`src/rtl/sound_scheduler.sv`:
```
// Event arbiter/sequencer in front of sound_generator: edge-detects game events,
// queues one request per source and plays them one at a time by fixed priority.
module sound_scheduler #(
  parameter int          TONE_LEN    = 5000,
  parameter int          GAP_LEN     = 50,
  parameter logic [15:0] BAD_PERIOD  = 16'd400,
  parameter logic [15:0] GOOD_PERIOD = 16'd200,
  parameter logic [15:0] DIR_PERIOD  = 16'd100
) (
  input  logic        clk,
  input  logic        rst,
  input  logic        button_i,
  input  logic        goodColl_i,
  input  logic        badColl_i,
  input  logic [3:0]  direction_i,
  output logic        play_o,
  output logic [1:0]  tone_sel_o,
  output logic [15:0] period_o,
  output logic        mute_o,
  output logic [2:0]  pending_o,
  output logic        busy_o
);

  localparam int CNT_MAX = (TONE_LEN > GAP_LEN) ? TONE_LEN : GAP_LEN;
  localparam int CW      = $clog2(CNT_MAX + 1);
  localparam logic [CW-1:0] TONE_LOAD = CW'(TONE_LEN - 1);
  localparam logic [CW-1:0] GAP_LOAD  = CW'((GAP_LEN > 0) ? (GAP_LEN - 1) : 0);
  localparam logic [CW-1:0] CNT_ZERO  = CW'(0);
  localparam logic [CW-1:0] CNT_ONE   = CW'(1);

  typedef enum logic [1:0] {
    ST_IDLE = 2'd0,
    ST_PLAY = 2'd1,
    ST_GAP  = 2'd2
  } state_t;

  state_t        state_r, state_nxt_s;
  logic [CW-1:0] cnt_r, cnt_nxt_s;
  logic          play_r, play_nxt_s;
  logic [1:0]    sel_r, sel_nxt_s;
  logic [15:0]   period_r, period_nxt_s;
  logic          mute_r, mute_nxt_s;
  logic [2:0]    pending_r, pending_nxt_s;
  logic          busy_r;
  logic          btn_prev_r, good_prev_r, bad_prev_r;
  logic [3:0]    dir_prev_r;

  logic          btn_ev_s, good_ev_s, bad_ev_s, dir_ev_s;
  logic [2:0]    ev_vec_s;
  logic          mute_enter_s, latch_en_s;
  logic [1:0]    grant_sel_s;
  logic [2:0]    clr_s;

  // Tone code 3 = bad, 2 = good, 1 = direction; bad > good > dir.
  function automatic logic [1:0] pick_tone(input logic [2:0] pend);
    logic [1:0] sel;
    if (pend[2]) begin
      sel = 2'd3;
    end else if (pend[1]) begin
      sel = 2'd2;
    end else if (pend[0]) begin
      sel = 2'd1;
    end else begin
      sel = 2'd0;
    end
    return sel;
  endfunction

  function automatic logic [15:0] tone_period(input logic [1:0] sel);
    logic [15:0] p;
    case (sel)
      2'd1:    p = DIR_PERIOD;
      2'd2:    p = GOOD_PERIOD;
      2'd3:    p = BAD_PERIOD;
      default: p = 16'd0;
    endcase
    return p;
  endfunction

  function automatic logic [2:0] tone_mask(input logic [1:0] sel);
    logic [2:0] m;
    case (sel)
      2'd1:    m = 3'b001;
      2'd2:    m = 3'b010;
      2'd3:    m = 3'b100;
      default: m = 3'b000;
    endcase
    return m;
  endfunction

  assign btn_ev_s     = button_i & ~btn_prev_r;
  assign good_ev_s    = goodColl_i & ~good_prev_r;
  assign bad_ev_s     = badColl_i & ~bad_prev_r;
  assign dir_ev_s     = (direction_i != dir_prev_r) && (direction_i != 4'd0);
  assign ev_vec_s     = {bad_ev_s, good_ev_s, dir_ev_s};
  assign mute_enter_s = btn_ev_s & ~mute_r;
  // A button edge while unmuted wins over any coincident event.
  assign latch_en_s   = ~mute_r & ~btn_ev_s;
  assign grant_sel_s  = pick_tone(pending_r);

  // Next-state, counter, tone outputs and pending-queue update.
  always_comb begin
    state_nxt_s  = state_r;
    cnt_nxt_s    = cnt_r;
    play_nxt_s   = play_r;
    sel_nxt_s    = sel_r;
    period_nxt_s = period_r;
    clr_s        = 3'b000;
    mute_nxt_s   = mute_r ^ btn_ev_s;

    case (state_r)
      ST_IDLE: begin
        if (grant_sel_s != 2'd0) begin
          state_nxt_s  = ST_PLAY;
          cnt_nxt_s    = TONE_LOAD;
          play_nxt_s   = 1'b1;
          sel_nxt_s    = grant_sel_s;
          period_nxt_s = tone_period(grant_sel_s);
          clr_s        = tone_mask(grant_sel_s);
        end else begin
          state_nxt_s  = ST_IDLE;
        end
      end
      ST_PLAY: begin
        if (pending_r[2] && (sel_r != 2'd3)) begin
          // Bad preempts a lower tone; the interrupted tone is dropped.
          cnt_nxt_s    = TONE_LOAD;
          sel_nxt_s    = 2'd3;
          period_nxt_s = BAD_PERIOD;
          clr_s        = 3'b100;
        end else if (cnt_r == CNT_ZERO) begin
          play_nxt_s   = 1'b0;
          sel_nxt_s    = 2'd0;
          period_nxt_s = 16'd0;
          if (GAP_LEN == 0) begin
            state_nxt_s = ST_IDLE;
            cnt_nxt_s   = CNT_ZERO;
          end else begin
            state_nxt_s = ST_GAP;
            cnt_nxt_s   = GAP_LOAD;
          end
        end else begin
          cnt_nxt_s    = cnt_r - CNT_ONE;
        end
      end
      ST_GAP: begin
        if (cnt_r == CNT_ZERO) begin
          state_nxt_s = ST_IDLE;
        end else begin
          cnt_nxt_s   = cnt_r - CNT_ONE;
        end
      end
      default: begin
        state_nxt_s  = ST_IDLE;
        cnt_nxt_s    = CNT_ZERO;
        play_nxt_s   = 1'b0;
        sel_nxt_s    = 2'd0;
        period_nxt_s = 16'd0;
      end
    endcase

    if (mute_enter_s) begin
      state_nxt_s   = ST_IDLE;
      cnt_nxt_s     = CNT_ZERO;
      play_nxt_s    = 1'b0;
      sel_nxt_s     = 2'd0;
      period_nxt_s  = 16'd0;
      pending_nxt_s = 3'b000;
    end else begin
      pending_nxt_s = (pending_r & ~clr_s) | (latch_en_s ? ev_vec_s : 3'b000);
    end
  end

  // State, counter, outputs and edge-detect history registers.
  always_ff @(posedge clk) begin
    if (rst) begin
      state_r     <= ST_IDLE;
      cnt_r       <= CNT_ZERO;
      play_r      <= 1'b0;
      sel_r       <= 2'd0;
      period_r    <= 16'd0;
      mute_r      <= 1'b0;
      pending_r   <= 3'b000;
      busy_r      <= 1'b0;
      btn_prev_r  <= 1'b0;
      good_prev_r <= 1'b0;
      bad_prev_r  <= 1'b0;
      dir_prev_r  <= 4'd0;
    end else begin
      state_r     <= state_nxt_s;
      cnt_r       <= cnt_nxt_s;
      play_r      <= play_nxt_s;
      sel_r       <= sel_nxt_s;
      period_r    <= period_nxt_s;
      mute_r      <= mute_nxt_s;
      pending_r   <= pending_nxt_s;
      busy_r      <= (state_nxt_s != ST_IDLE);
      btn_prev_r  <= button_i;
      good_prev_r <= goodColl_i;
      bad_prev_r  <= badColl_i;
      dir_prev_r  <= direction_i;
    end
  end

  assign play_o     = play_r;
  assign tone_sel_o = sel_r;
  assign period_o   = period_r;
  assign mute_o     = mute_r;
  assign pending_o  = pending_r;
  assign busy_o     = busy_r;

endmodule

```
`config.mk`:
```
export PLATFORM = sky130hd
export DESIGN_NAME = sound_scheduler
export DESIGN_NICKNAME = d
export VERILOG_FILES = /design/src/rtl/sound_scheduler.sv
export SDC_FILE = /design/constraint.sdc
export NUM_CORES = 1
export LEC_CHECK = 0
export CAP_MARGIN = 10
export CORE_ASPECT_RATIO = 1.5
export CORE_MARGIN = 5
export CORE_UTILIZATION = 52
export CTS_CLUSTER_DIAMETER = 80
export DETAILED_ROUTE_END_ITERATION = 16
export PLACE_DENSITY = 0.75
export SLEW_MARGIN = 10
export SYNTH_ARGS = -nofsm -noshare
export SYNTH_HDL_FRONTEND = slang
export SYNTH_SLANG_ARGS = --single-unit
export TNS_END_PERCENT = 10
```
`constraint.sdc`:
```
create_clock -name clk -period 2.7 [get_ports clk]
set_clock_uncertainty 0.15 [all_clocks]
set_input_delay 0.405 -clock clk [delete_from_list [all_inputs] [get_ports clk]]
set_output_delay 0.405 -clock clk [all_outputs]
set_load 0.03 [all_outputs]
```
### Word level (Yosys, flattened, before mapping)

Cells that the tools add are included.

| operators by class | value |
|---|---|
| eq/ne operators | 12 |
| bitwise gates (word level) | 15 |
| mux-type cells | 32 |
| add/sub/neg operators | 1 |
| reductions and logical operators | 11 |

Operators with widths:

| operator | number |
|---|---|
| 2-to-1 mux 13 bit | 4 |
| 2-to-1 mux 16 bit | 3 |
| case mux 16 bit (3 select lines) | 1 |
| case mux 13 bit (3 select lines) | 1 |
| case mux 9 bit (3 select lines) | 1 |
| 2-to-1 mux 2 bit | 9 |
| zero test 13 bit | 1 |
| subtractor 13 x 1 -> 13 bit (second input constant) | 1 |
| case mux 2 bit (3 select lines) | 2 |
| inequality test 2 bit (second input constant) | 5 |
| 2-to-1 mux 3 bit | 3 |
| case mux 3 bit (3 select lines) | 1 |
| == test 2 bit (second input constant) | 3 |
| inverter 1 bit | 6 |
| case mux 3 bit (2 select lines) | 1 |
| AND 1 bit | 5 |
| 2-to-1 mux 1 bit | 5 |
| == test 2 x 1 -> 1 bit (second input constant) | 2 |
| inequality test 4 bit | 1 |
| AND reduction 4 bit | 1 |
| nonzero test 2 bit | 2 |
| nonzero test 4 bit | 1 |
| AND 3 bit | 1 |
| inequality test 3 bit (second input constant) | 1 |
| other kinds (9) | 10 |

| word-level totals | value |
|---|---|
| output and inout port bits | 24 |
| register bits | 46 |

### Longest topological paths before layout

| depth | value |
|---|---|
| depth after elaboration | 10 |
| gate-level depth with buffers | 8 |

### Worst setup path before layout

No wires, ideal clock.

| timing path | value |
|---|---|
| path type | register to register |
| from | register pending_r[1] (netlist: pending_o[1]) |
| to | register cnt_r[6] |
| buffers on the path | 0 |
| stages on the path, launching flop included | 9 |
| required time | 2.476 ns |
| arrival time | 2.084 ns |
| period minus slack after synthesis | 2.309 ns |
| path slack | 0.391 ns |
| cells stage by stage | dfxtp_1 inv_1 a21oi_1 ha_1 nor3_1 or3_1 o22ai_2 nand2_1 a31oi_1 |

| on the way | value |
|---|---|
| word-level cells in the longest chain between the ends | 5 |

RTL lines:

| what | line | RTL |
|---|---|---|
| start, declared | 43 | `logic [2:0] pending_r, pending_nxt_s;` |
| start signal, assigned | 196 | `pending_r <= pending_nxt_s;` |
| 2-to-1 mux 2 bit | 59 | `end else if (pend[1]) begin` |
| 2-to-1 mux 2 bit | 57 | `if (pend[2]) begin` |
| nonzero test 2 bit | 113 | `if (grant_sel_s != 2'd0) begin` |
| inequality test 2 bit (no line) | n/a |  |
| AND reduction 2 bit (no line) | n/a |  |
| end signal, assigned | 191 | `cnt_r <= cnt_nxt_s;` |
| end, declared | 38 | `logic [CW-1:0] cnt_r, cnt_nxt_s;` |

Every way passes these cells.
A chain may end at the register's enable or synchronous reset.

### Worst setup path in the final report

| timing path | value |
|---|---|
| from | register pending_r[2] (netlist: pending_o[2]) |
| to | register cnt_r[6] |

| on the way | value |
|---|---|
| word-level cells in the longest chain between the ends | 4 |

RTL lines:

| what | line |
|---|---|
| 2-to-1 mux 2 bit | 57 |
| nonzero test 2 bit | 113 |
| inequality test 2 bit (no line) | n/a |
| AND reduction 2 bit (no line) | n/a |

Parallel ways exist; a longest one is shown, timed or not.

==> out/qor.yml <==
outcome:
  status: "completed"
grt:
  antenna_found_initial: 0
  grt_start_max_net_pins: 18
  grt_overflow: 0
  grt_pass1_vias: 1717
  grt_use_total: 0.197
  grt_first_pass_wirelength_um: 7600
synth:
  synth_top_area_share: 0.366
  synthTopCellsByArea: "dfxtp_1 (37%), nor2_1 (6.1%), a21oi_1 (5.7%)"
  ys_seq_area_frac: 0.366
  async_flop_share: 0
  synth_area_mm2: 0.00192
  yosys_warnings: 0
  ys_ff_latch: 35
  yosysMostFrequentCell: "dfxtp_1"
  avgSynthCellArea_um2: 8.12
  synthCells: 236
  synth_edf_count: 0
  synth_common_cells: "dfxtp_1 (35), nor2_1 (31), a21oi_1 (22), nand2_1 (18)"
  yosys_most_used_dff: "dfxtp_1"
  yosysTopAreaCell: "dfxtp_1"
  synth_cell_types: 49
power_and_ir_drop:
  power_density_mw_per_mm2: 801
  power_frac_comb: 0.398
  p_int_uw: 1090
  swShare: 0.395
  power_frac_seq: 0.370
  p_clk_frac: 0.233
  p_switching_uw: 711
  ir_worst_vdd_uv: 481
  total_leakage_power_uw: 0.000870
timing:
  rsz0062_at_grt: "false"
  relSlewSlack: 0.656
  tns_ns: 0
  max_freq_mhz: 415
  period_share: 0.891
  setup_violations: 0
  final.setup.worst_slack_ns: 0.293
  slew_viol_final: 0
  fin_crit_ns: 2.41
  final_hold_viol_count: 0
  max_slew.worst_pin.slew_ns: 0.512
drt:
  routed_via_density: 5.74
  drt_pass1_iterations: 4
  vias: 1746
  wl_per_cell_um: 15.2
  post-route-drc-count: 0
  wirelength_um: 4620
  ant_nets: 0
  drtIter0Drc: 93
clock_tree:
  cts_tree: "done"
  clock-sinks: 35
  clk_pin_slew_ns: 0.07
  htreeDepth: 2
  clock_latency_ns: 0.29
  cts_buffers: 5
  cts_root_buf: "clkbuf_8"
  cts_setup_buffers: 0
  cts_buffer_depth: 2
  post_cts_resized: 0
  hold_buffers: 0
die:
  die_h_um: 84.3
  die_w_um: 59.6
  die-area_mm2: 0.00502
  io_pins: 33
  coreArea_mm2: 0.00361
  num_rows: 27
  initial_core_util: 0.530
run:
  drv_cap: 0
finish:
  final_nets: 277
  fillers: 327
  final_cells: 304
  final_area_mm2: 0.00225
  area_growth_pct: 17.4
  drive_above_1_share: 0.0766
  n_antenna_cell: 0
  multiInputGateArea_mm2: 0.00109
  ff_latch_area_um2: 701
  fin_util: 0.622
setup_path:
  reg2regPathDepth: 8
  arrival_ns: 2.48
  r2r_end: "cnt_r[6]"
  cp-end-kind: "register"
  worstSetupPathType: "register to register"
  worstSetupStartpointType: "register"
  worst-r2r-setup-slack_ns: 0.29
  r2r_start: "pending_o[2]"
  cp_max_fo: 8
  critPathRequiredTime_ns: 2.77
worst_hold_path:
  hp-start: "good_prev_r"
  hold_end: "pending_o[1]"
  whs_path_depth: 3
  hold_path_class: "register to register"
placement:
  dpl.hpwl_um: 3570
  numPortBuffers: 23
  placed_cell_area_mm2: 0.00215
  gp_congestion: 0.851
  dp_worst_setup_slack_ns: 0.309
  post-place-cells: 296
## how the worst max path moves through the flow
stage | start | endpoint | slack [ns] | depth (start not counted)
CTS | pending_o[2] | cnt_r[6] | 0.28 | 8
floorplan | pending_o[1] | cnt_r[6] | 0.39 | 8
finish | pending_o[2] | cnt_r[6] | 0.29 | 8
global route | pending_o[1] | cnt_r[6] | 0.03 | 8
global placement | pending_o[1] | cnt_r[6] | 0.41 | 8
detailed placement | pending_o[2] | cnt_r[6] | 0.31 | 8
## layout make-up
class,instances,area share
Clock buffer,8,0.0445
Multi-Input combinational cell,179,0.484
Timing Repair Buffer,27,0.116
Sequential cell,35,0.312
Inverter,12,0.0200
Tap cell,43,0.0239
## cells by family after synthesis
logic type	after synthesis	synth area share
buf+inv	30	0.0816
flops	35	0.366
compound gates	59	0.202
fa+ha+maj	8	0.0523
xor+xnor	7	0.0320
simple gates	96	0.265
other cells	1	0.00196
## critical path: stages, from the launching register on
cell and delay (ns):
dfxtp_1 0.35, or2_2 0.34, inv_1 0.09, ha_1 0.28, nor3_1 0.14, or3_1 0.40, o22ai_2 0.26, nand2_1 0.17
a31oi_1 0.17
## flip-flops by register name (all words and copies together), names as in the netlist
signal and flops:
dir_prev_r 4, mute_o 1, good_prev_r 1, pending_o 3, bad_prev_r 1, busy_o 1
play_o 1, cnt_r 13, btn_prev_r 1, period_o 5, state_r 2, tone_sel_o 2
## layer usage
metal | wire, um | GRT usage | share of wire
met1 | 1730 | 0.195 | 0.37
met2 | 2450 | 0.350 | 0.53
met3 | 209 | 0.0446 | 0.045
met4 | 229 | 0.123 | 0.050
met5 | 0 | 0 | 0
## power by group through the flow
| stage | logic (uW) | clock network [uW] | registers (uW) |
|---|---|---|---|
| 6_report | 716 | 419 | 665 |
| 5_1_grt | 786 | 446 | 675 |
| 4_1_cts | 710 | 431 | 663 |
| 3_5_place_dp | 702 | 0 | 675 |
| 3_3_place_gp | 699 | 0 | 673 |
| 2_1_floorplan | 518 | 0 | 675 |
## per-stage QoR
stage | hold slack (ns) | power (uW)
after floorplan | 0.305 | 1190
after global placement | 0.345 | 1370
after detailed placement | 0.338 | 1380
after CTS | 0.362 | 1800
after global routing | 0.392 | 1910
final | 0.364 | 1800
## layout by cell type (no fill, tap or decap), types with 3 or more instances in the layout
| cell type | synthesis | routed |
|---|---|---|
| a21oi_1 | 22 | 22 |
| a31oi_1 | 7 | 7 |
| buf_4 | 11 | 4 |
| clkbuf_8 | 0 | 7 |
| clkdlybuf4s50_1 | 0 | 23 |
| conb_1 | 1 | 9 |
| dfxtp_1 | 35 | 35 |
| ha_1 | 8 | 8 |
| inv_1 | 12 | 12 |
| nand2_1 | 18 | 18 |
| nand3_1 | 4 | 4 |
| nor2_1 | 31 | 31 |
| nor2b_1 | 12 | 12 |
| nor3_1 | 6 | 6 |
| nor3b_1 | 3 | 3 |
| nor4_2 | 3 | 3 |
| o21a_1 | 3 | 3 |
| o21ai_0 | 4 | 4 |
| o21ai_1 | 3 | 3 |
| or2_2 | 3 | 3 |
| or4_1 | 4 | 4 |
| xnor2_1 | 6 | 6 |
Power figures use the tool's default switching activity.
